File: src/rtl/alu_ctrl_seq.sv
// Registered, handshaked ALU-control decoder with an optional iterative low-half multiplier.
// Build option: define ALU_CTRL_SEQ_MUL_EN to include the R-type MUL datapath and its stall state.
//
//   state  | meaning
//   -------+----------------------------------------------------------------
//   S_IDLE | accepting requests; non-MUL results appear the following cycle
//   S_MUL  | multiplier retiring MUL_STEP bits of op_b per cycle; issue stalled
module alu_ctrl_seq #(
    parameter int XLEN     = 64,
    parameter int MUL_STEP = 4
) (
    input  logic            clk,
    input  logic            reset_n,
    input  logic            in_valid,
    output logic            in_ready,
    input  logic [1:0]      ALUOp,
    input  logic [4:0]      Funct,
    input  logic [XLEN-1:0] op_a,
    input  logic [XLEN-1:0] op_b,
    output logic            out_valid,
    output logic [3:0]      Operation,
    output logic            illegal,
    output logic [XLEN-1:0] mul_result
);

    if (XLEN % MUL_STEP != 0) begin : g_bad_step
        $error("XLEN must be a multiple of MUL_STEP");
    end

    localparam logic [3:0] OP_AND = 4'b0000;
    localparam logic [3:0] OP_OR  = 4'b0001;
    localparam logic [3:0] OP_ADD = 4'b0010;
    localparam logic [3:0] OP_XOR = 4'b0011;
    localparam logic [3:0] OP_SUB = 4'b0110;
    localparam logic [3:0] OP_SLL = 4'b0111;
    localparam logic [3:0] OP_SRL = 4'b1000;
    localparam logic [3:0] OP_SRA = 4'b1001;
    localparam logic [3:0] OP_SLT = 4'b1010;
    localparam logic [3:0] OP_MUL = 4'b1100;
    localparam logic [3:0] OP_ILL = 4'b1111;

    typedef enum logic {
        S_IDLE = 1'b0,
        S_MUL  = 1'b1
    } state_t;

    typedef struct packed {
        logic       illegal;
        logic [3:0] op;
    } decode_t;

    function automatic decode_t decode(input logic [1:0] alu_op, input logic [4:0] funct);
        decode_t    d;
        logic [2:0] f3;
        logic       s;
        logic       m;
        f3 = funct[2:0];
        s  = funct[4];
        m  = funct[3];
        d.op      = OP_ILL;
        d.illegal = 1'b1;
        case (alu_op)
            2'b00: begin
                d.illegal = 1'b0;
                if (f3 == 3'b001)
                    d.op = OP_SLL;
                else if (f3 == 3'b101)
                    d.op = s ? OP_SRA : OP_SRL;
                else
                    d.op = OP_ADD;
            end
            2'b01: begin
                if (f3 != 3'b010 && f3 != 3'b011) begin
                    d.op      = OP_SUB;
                    d.illegal = 1'b0;
                end
            end
            2'b10: begin
                if (!m) begin
                    d.illegal = 1'b0;
                    case ({s, f3})
                        4'b0000: d.op = OP_ADD;
                        4'b1000: d.op = OP_SUB;
                        4'b0111: d.op = OP_AND;
                        4'b0110: d.op = OP_OR;
                        4'b0100: d.op = OP_XOR;
                        4'b0001: d.op = OP_SLL;
                        4'b0101: d.op = OP_SRL;
                        4'b1101: d.op = OP_SRA;
                        4'b0010: d.op = OP_SLT;
                        default: begin
                            d.op      = OP_ILL;
                            d.illegal = 1'b1;
                        end
                    endcase
                end
`ifdef ALU_CTRL_SEQ_MUL_EN
                else if (!s && f3 == 3'b000) begin
                    d.op      = OP_MUL;
                    d.illegal = 1'b0;
                end
`endif
            end
            default: ;
        endcase
        return d;
    endfunction

    state_t          state, state_next;
    logic            out_valid_next;
    logic [3:0]      op_next;
    logic            illegal_next;
    logic [XLEN-1:0] mul_result_next;
    decode_t         dec;
    logic            accept;

`ifdef ALU_CTRL_SEQ_MUL_EN
    localparam int NSTEPS = XLEN / MUL_STEP;
    localparam int CW     = (NSTEPS > 1) ? $clog2(NSTEPS) : 1;
    localparam logic [CW-1:0] LAST = CW'(NSTEPS - 1);

    // a_sh carries op_a << count*MUL_STEP, b_sh carries op_b >> count*MUL_STEP,
    // so the current chunk of op_b is always in the low bits.
    logic [XLEN-1:0] acc, acc_next;
    logic [XLEN-1:0] a_sh, a_sh_next;
    logic [XLEN-1:0] b_sh, b_sh_next;
    logic [CW-1:0]   count, count_next;
    logic [XLEN-1:0] step_term;

    assign step_term = a_sh * {{(XLEN - MUL_STEP){1'b0}}, b_sh[MUL_STEP-1:0]};
    assign in_ready  = (state == S_IDLE);
`else
    logic unused_ops;
    assign unused_ops = ^{op_a, op_b};
    assign in_ready   = 1'b1;
`endif

    assign accept = in_valid && in_ready;
    assign dec    = decode(ALUOp, Funct);

    always_comb begin
        state_next      = state;
        out_valid_next  = 1'b0;
        op_next         = Operation;
        illegal_next    = illegal;
        mul_result_next = mul_result;
`ifdef ALU_CTRL_SEQ_MUL_EN
        acc_next   = acc;
        a_sh_next  = a_sh;
        b_sh_next  = b_sh;
        count_next = count;
`endif
        case (state)
            S_IDLE: begin
                if (accept) begin
`ifdef ALU_CTRL_SEQ_MUL_EN
                    if (dec.op == OP_MUL && !dec.illegal) begin
                        state_next = S_MUL;
                        acc_next   = '0;
                        a_sh_next  = op_a;
                        b_sh_next  = op_b;
                        count_next = '0;
                    end else begin
                        out_valid_next = 1'b1;
                        op_next        = dec.op;
                        illegal_next   = dec.illegal;
                    end
`else
                    out_valid_next = 1'b1;
                    op_next        = dec.op;
                    illegal_next   = dec.illegal;
`endif
                end
            end
            S_MUL: begin
`ifdef ALU_CTRL_SEQ_MUL_EN
                acc_next   = acc + step_term;
                a_sh_next  = a_sh << MUL_STEP;
                b_sh_next  = b_sh >> MUL_STEP;
                count_next = count + 1'b1;
                if (count == LAST) begin
                    state_next      = S_IDLE;
                    out_valid_next  = 1'b1;
                    op_next         = OP_MUL;
                    illegal_next    = 1'b0;
                    mul_result_next = acc + step_term;
                    count_next      = '0;
                end
`else
                state_next = S_IDLE;
`endif
            end
            default: state_next = S_IDLE;
        endcase
    end

    always_ff @(posedge clk) begin
        if (!reset_n) begin
            state      <= S_IDLE;
            out_valid  <= 1'b0;
            Operation  <= 4'b0000;
            illegal    <= 1'b0;
            mul_result <= '0;
`ifdef ALU_CTRL_SEQ_MUL_EN
            acc        <= '0;
            a_sh       <= '0;
            b_sh       <= '0;
            count      <= '0;
`endif
        end else begin
            state      <= state_next;
            out_valid  <= out_valid_next;
            Operation  <= op_next;
            illegal    <= illegal_next;
            mul_result <= mul_result_next;
`ifdef ALU_CTRL_SEQ_MUL_EN
            acc        <= acc_next;
            a_sh       <= a_sh_next;
            b_sh       <= b_sh_next;
            count      <= count_next;
`endif
        end
    end

endmodule

File: config.mk
export PLATFORM = sky130hd
export DESIGN_NAME = alu_ctrl_seq
export DESIGN_NICKNAME = d
export VERILOG_FILES = /design/src/rtl/alu_ctrl_seq.sv
export SDC_FILE = /design/constraint.sdc
export NUM_CORES = 1
export LEC_CHECK = 0
export ABC_AREA = 1
export BUFFER_PORTS_ARGS = -buffer_cell sky130_fd_sc_hd__buf_2
export CAP_MARGIN = 30
export CORE_AREA = 3 3 80 82
export DETAILED_ROUTE_END_ITERATION = 10
export DIE_AREA = 0 0 83 85
export GPL_TIMING_DRIVEN = 0
export PLACE_DENSITY = 0.68
export SYNTH_ARGS = -nofsm -noshare
export SYNTH_HDL_FRONTEND = slang
export SYNTH_SLANG_ARGS = --single-unit
File: constraint.sdc
create_clock -name clk -period 1.05 [get_ports clk]
set_input_delay 0.105 -clock clk [delete_from_list [all_inputs] [get_ports clk]]
set_output_delay 0.105 -clock clk [all_outputs]
set_load 0.03 [all_outputs]
Yosys cells after proc, flatten, opt, wreduce, memory -nomap -nowiden. Index checks and enable logic that the tools add are counted.

Equality and inequality tests: 14. Muxes and demuxes: 9. Reductions and logical operators: 4.

Operator list (count): case mux 4 bit (9 select lines) (1); == test 4 x 3 -> 1 bit, second input constant (4); case mux 5 bit (3 select lines) (1); 2-to-1 mux 5 bit (2); OR reduction 9 bit (1); == test 4 bit, second input constant (2); 2-to-1 mux 4 bit (2); inequality test 3 x 2 -> 1 bit, second input constant (2); == test 4 x 1 -> 1 bit, second input constant (1); == test 4 x 2 -> 1 bit, second input constant (1); logical NOT 4 bit (1); == test 3 x 1 -> 1 bit, second input constant (1); == test 3 bit, second input constant (1); 2-to-1 mux 1 bit (3); == test 2 x 1 -> 1 bit, second input constant (1); == test 2 bit, second input constant (1); logical NOT 2 bit (1); logical AND 1 bit (1).

Flip-flop bits (word level): 6. Bits of input ports: 138.

Longest topological paths before layout.
Depth in word-level cells: 5. Depth in mapped cells: 9. Gate-level depth less buffers: 8.

Worst setup path before layout. No wires, ideal clock.

Kind: register -> register. Start: register Operation[2] (netlist name). End: register Operation[2]. Setup time: 0.070 ns. Arrival time: 0.709 ns. Data required time: 0.980 ns. Setup slack: 0.272 ns. Cell stages (with the launch flop): 3. Buffers on the path: 0. Path through: dfxtp_1 o21ai_0 a21oi_1.

RTL lines: to (signal assigned) (RTL line 213) `Operation <= op_next;`; to (decl) (RTL line 21) `output logic [3:0] Operation,`.

Final worst setup path.
Start: register Operation[0]. End: output Operation[0].

No word-level cell between the ends.

==> results by stage <==
Global route:
- Global routing consumed, on the met2 layer, 10.3% of the routing resources.
- The first global-routing pass estimated roughly 3000 um of wire.
- The via count of the first global-routing pass came to 775.
- Global routing used 2.04% of the available met3 tracks.
- The global-route congestion overflow total is 0.
- The initial antenna violation count came to 0.
- Global routing used roughly 4% of the available met1 tracks.
- Global routing used 5.00% of the available tracks.
- Entering global routing, the biggest net connects 10 pins.
- The layer with the highest usage is met2.

Synth:
- Summing every instance area after synthesis gives a little over 900 um2.
- The instance count of the mapped netlist is 143.
- The share of the Yosys chip area taken by registers is 13.0%.
- The most instantiated library cell after synthesis is sky130_fd_sc_hd__buf_4.
- The Yosys step of the flow raised 0 warnings.
- The top cell type by area accounts for 53.0% of the synthesized area.
- The average size of a mapped cell is 6.44 um2.
- The number of synthesized flops with an enable pin is 0.
- Of all cell types, the one taking the most synthesized area is sky130_fd_sc_hd__buf_4.
- The number of unique standard cell types used by synthesis is 17.
- In the synthesized netlist the async set-or-reset flop fraction comes to 0%.
- The synthesis-stage register bit count is 6.
- In the synthesized netlist the dominant register cell turns out to be sky130_fd_sc_hd__dfxtp_1.
- After synthesis, the cell types taking the most area are sky130_fd_sc_hd__buf_4 (53%), sky130_fd_sc_hd__dfxtp_1 (13%), sky130_fd_sc_hd__nand2_1 (10%).
- Sorting the synthesized cells by how often they occur yields sky130_fd_sc_hd__buf_4 (65), sky130_fd_sc_hd__nand2_1 (25), sky130_fd_sc_hd__nor2_1 (15).

Clocking:
- TritonCTS built the clock tree.
- The CTS root buffer is sky130_fd_sc_hd__clkbuf_8.
- The total number of H-tree levels is 1.
- Clock-pin slew was measured on the worst setup and hold paths at 30 ps.
- The source-to-sink clock delay at the later pin of the worst-skew pair is 220 ps.
- The number of hold buffers added after CTS is 0.
- The number of CTS-inserted buffers is 3.
- The number of gates given a new drive strength after cts is 0.
- The count of buffers added by post-CTS timing repair for setup is 0.
- The number of sinks handled by clock tree synthesis is 6.
- The maximum buffer depth of the clock tree is 2.

Floorplanning:
- The cell row count is 28.
- The count of pins on the block boundary is 209.
- Measured along the x axis, the die boundary spans 83 um.
- The total die area is 7060 um2.
- The die is 85 um tall.
- The initial standard-cell utilization of the core is roughly 16%.
- The core region area is 5820 um2.

Power:
- Net switching is 43.4% of the power.
- The internal power summed over all cells is 0.000714 W.
- VDD sags by at most 0.360 mV.
- The power per cell area is 927 nW/um2.
- The switching power summed over all nets is 0.000549 W.
- The total leakage power is 0.875 nW.
- The sequential fraction of design power is about 20%.
- The clock network is responsible for 26.4% of the overall power.
- Per report_power, the combinational group accounts for 53.6% of the total.

Hold path:
- The class of the tightest hold or removal check is in -> reg.

Setup path:
- The family with the most delay on the worst path is flip-flops.
- Data arrives at the worst endpoint at 730 ps.
- The worst setup path is launched from a flop.
- At the worst endpoint, the required time is 940 ps.
- The category of the critical setup timing path is reg -> out.
- Of all nets on the critical path, the largest fanout is 2.
- STA classifies the critical path endpoint as an output pin.
- On the critical path, the stage with the largest delay is an instance of sky130_fd_sc_hd__dfxtp_1.
- For this run, the slowest stage of the critical path takes 320 ps.
- The number of buffers and inverters on the critical path is 1.
- The signal on the critical path passes through buf_2.

Timing:
- The final worst setup slack is 212 ps.
- The ratio of final minimum period to clock period is 79.8%.
- The count of endpoints failing hold in the final timing report is 0.
- Based on the critical path, the design can be clocked at up to approximately 1200 MHz.
- Adding up every negative setup slack in the final design gives 0 ps.
- The final count of negative-setup-slack endpoints is 0.
- Setup repair after global routing left no endpoint under its margin.
- The minimum clock period after layout is 838 ps.
- The number of max-slew violations in the final report is 0.
- The final hold slack is 124 ps.
- On the final layout, the worst clock skew is 0 ps.

Cells and area:
- The number of diodes is 0.
- Measured on the finished design, the core utilization comes to 23.4%.
- The design area is ~1400 um2.
- The final-stage net count is between 300 and 400.
- After filler insertion, the fill cell instance count of the layout stands at 672.
- The area overhead of the layout relative to synthesis is 48.0%.
- The post-route netlist has 39.0% of its cells at a drive strength greater than 1.

Placed design:
- The half-perimeter wire length after detailed placement is 1700 um.
- After detailed placement, the total cell area comes to about 1300 um2.
- The pre-CTS setup slack is 8.88 ps.
- Routability-driven placement finished with a final weighted congestion of 0.698.
- In this run the tool buffered the top-level ports with 14 buffer cells.

Detailed routing:
- After the first detailed-routing iteration, the DRC count stood at 11.
- The total wire length after detailed routing is 1800 um.
- The final routed DRC violation total is 0.
- The number of nets with antenna violations after routing is 0.
- The average via count per standard cell is between 2 and 3.
- The routed length per instance is 6.05 um.
- The count of vias placed by the detailed router is around 830.
- The number of detailed-routing iterations run before antenna repair is 4.

Run status:
- The flow ran to the end, and the final reports show no timing, DRC or antenna violations.

Run:
- Across the run, the number of max-cap violations was 0.
[layout by cell type, fill, tap and decap left out, types with 3 or more instances in the layout]
cell type	synthesis	layout
sky130_fd_sc_hd__buf_2	0	14
sky130_fd_sc_hd__inv_1	8	8
sky130_fd_sc_hd__o21ai_0	6	6
sky130_fd_sc_hd__dfxtp_1	6	6
sky130_fd_sc_hd__buf_4	65	65
sky130_fd_sc_hd__nor2_1	15	15
sky130_fd_sc_hd__nand2_1	25	25
sky130_fd_sc_hd__clkbuf_8	0	3
sky130_fd_sc_hd__a21oi_1	3	3
sky130_fd_sc_hd__nand3_1	5	5
sky130_fd_sc_hd__conb_1	2	65
[area by class of cell]
class / count / area [um2] / area share [%]
flip-flops and latches: 6 / 120 / 8.82
inverters: 10 / 38.8 / 2.85
plain buffers: 66 / 499 / 36.6
repair buffers: 14 / 70.1 / 5.14
well taps: 75 / 93.8 / 6.89
multi-input cells: 124 / 499 / 36.6
clock buffers: 3 / 41.3 / 3.03
[registers in the layout, summed over array words and instances, names as in the netlist]
register / cells
Operation: 4
illegal: 1
out_valid: 1
[logic make-up after synthesis]
logic type / count (synthesis) / share of synthesized area (%)
buffers and inverters: 76 / 58.4
and+or+nand+nor: 47 / 20.2
AOI/OAI and AO/OA: 12 / 7.47
DFF: 6 / 13.0
other: 2 / 0.816
[power groups by stage]
stage | Clock [W] | Combinational [W] | Sequential [W]
3_3_place_gp | 0 | 0.000663 | 0.000256
5_1_grt | 0.000359 | 0.000730 | 0.000255
4_1_cts | 0.000343 | 0.000666 | 0.000253
6_report | 0.000333 | 0.000676 | 0.000253
3_5_place_dp | 0 | 0.000666 | 0.000257
2_1_floorplan | 0 | 0.000573 | 0.000291
[layer usage]
| metal | share of wire [%] | vias up |
|---|---|---|
| li1 | - | 468 |
| met1 | 30 | 316 |
| met2 | 55 | 46 |
| met3 | 14 | 2 |
| met4 | 1.1 | 0 |
| met5 | 0 | - |
[path summary, 6_finish.rpt]
| kind | slack [ps] | cells past startpoint | start | end |
|---|---|---|---|---|
| setup / recovery | 210 | 1 | Operation[0] | Operation[0] |
| hold / removal | 120 | 3 | reset_n | out_valid |
| setup reg to reg | 430 | 2 | Operation[0] | Operation[0] |
| hold reg to reg | 460 | 2 | Operation[1] | Operation[1] |
[per-stage QoR]
stage | std cells | total power, W
after floorplan | 206 | 0.000864
after detailed placement | 295 | 0.000922
final | 298 | 0.00126
after global routing | 298 | 0.00134
after CTS | 298 | 0.00126
after global placement | 295 | 0.000919
Power figures use the tool's default switching activity.
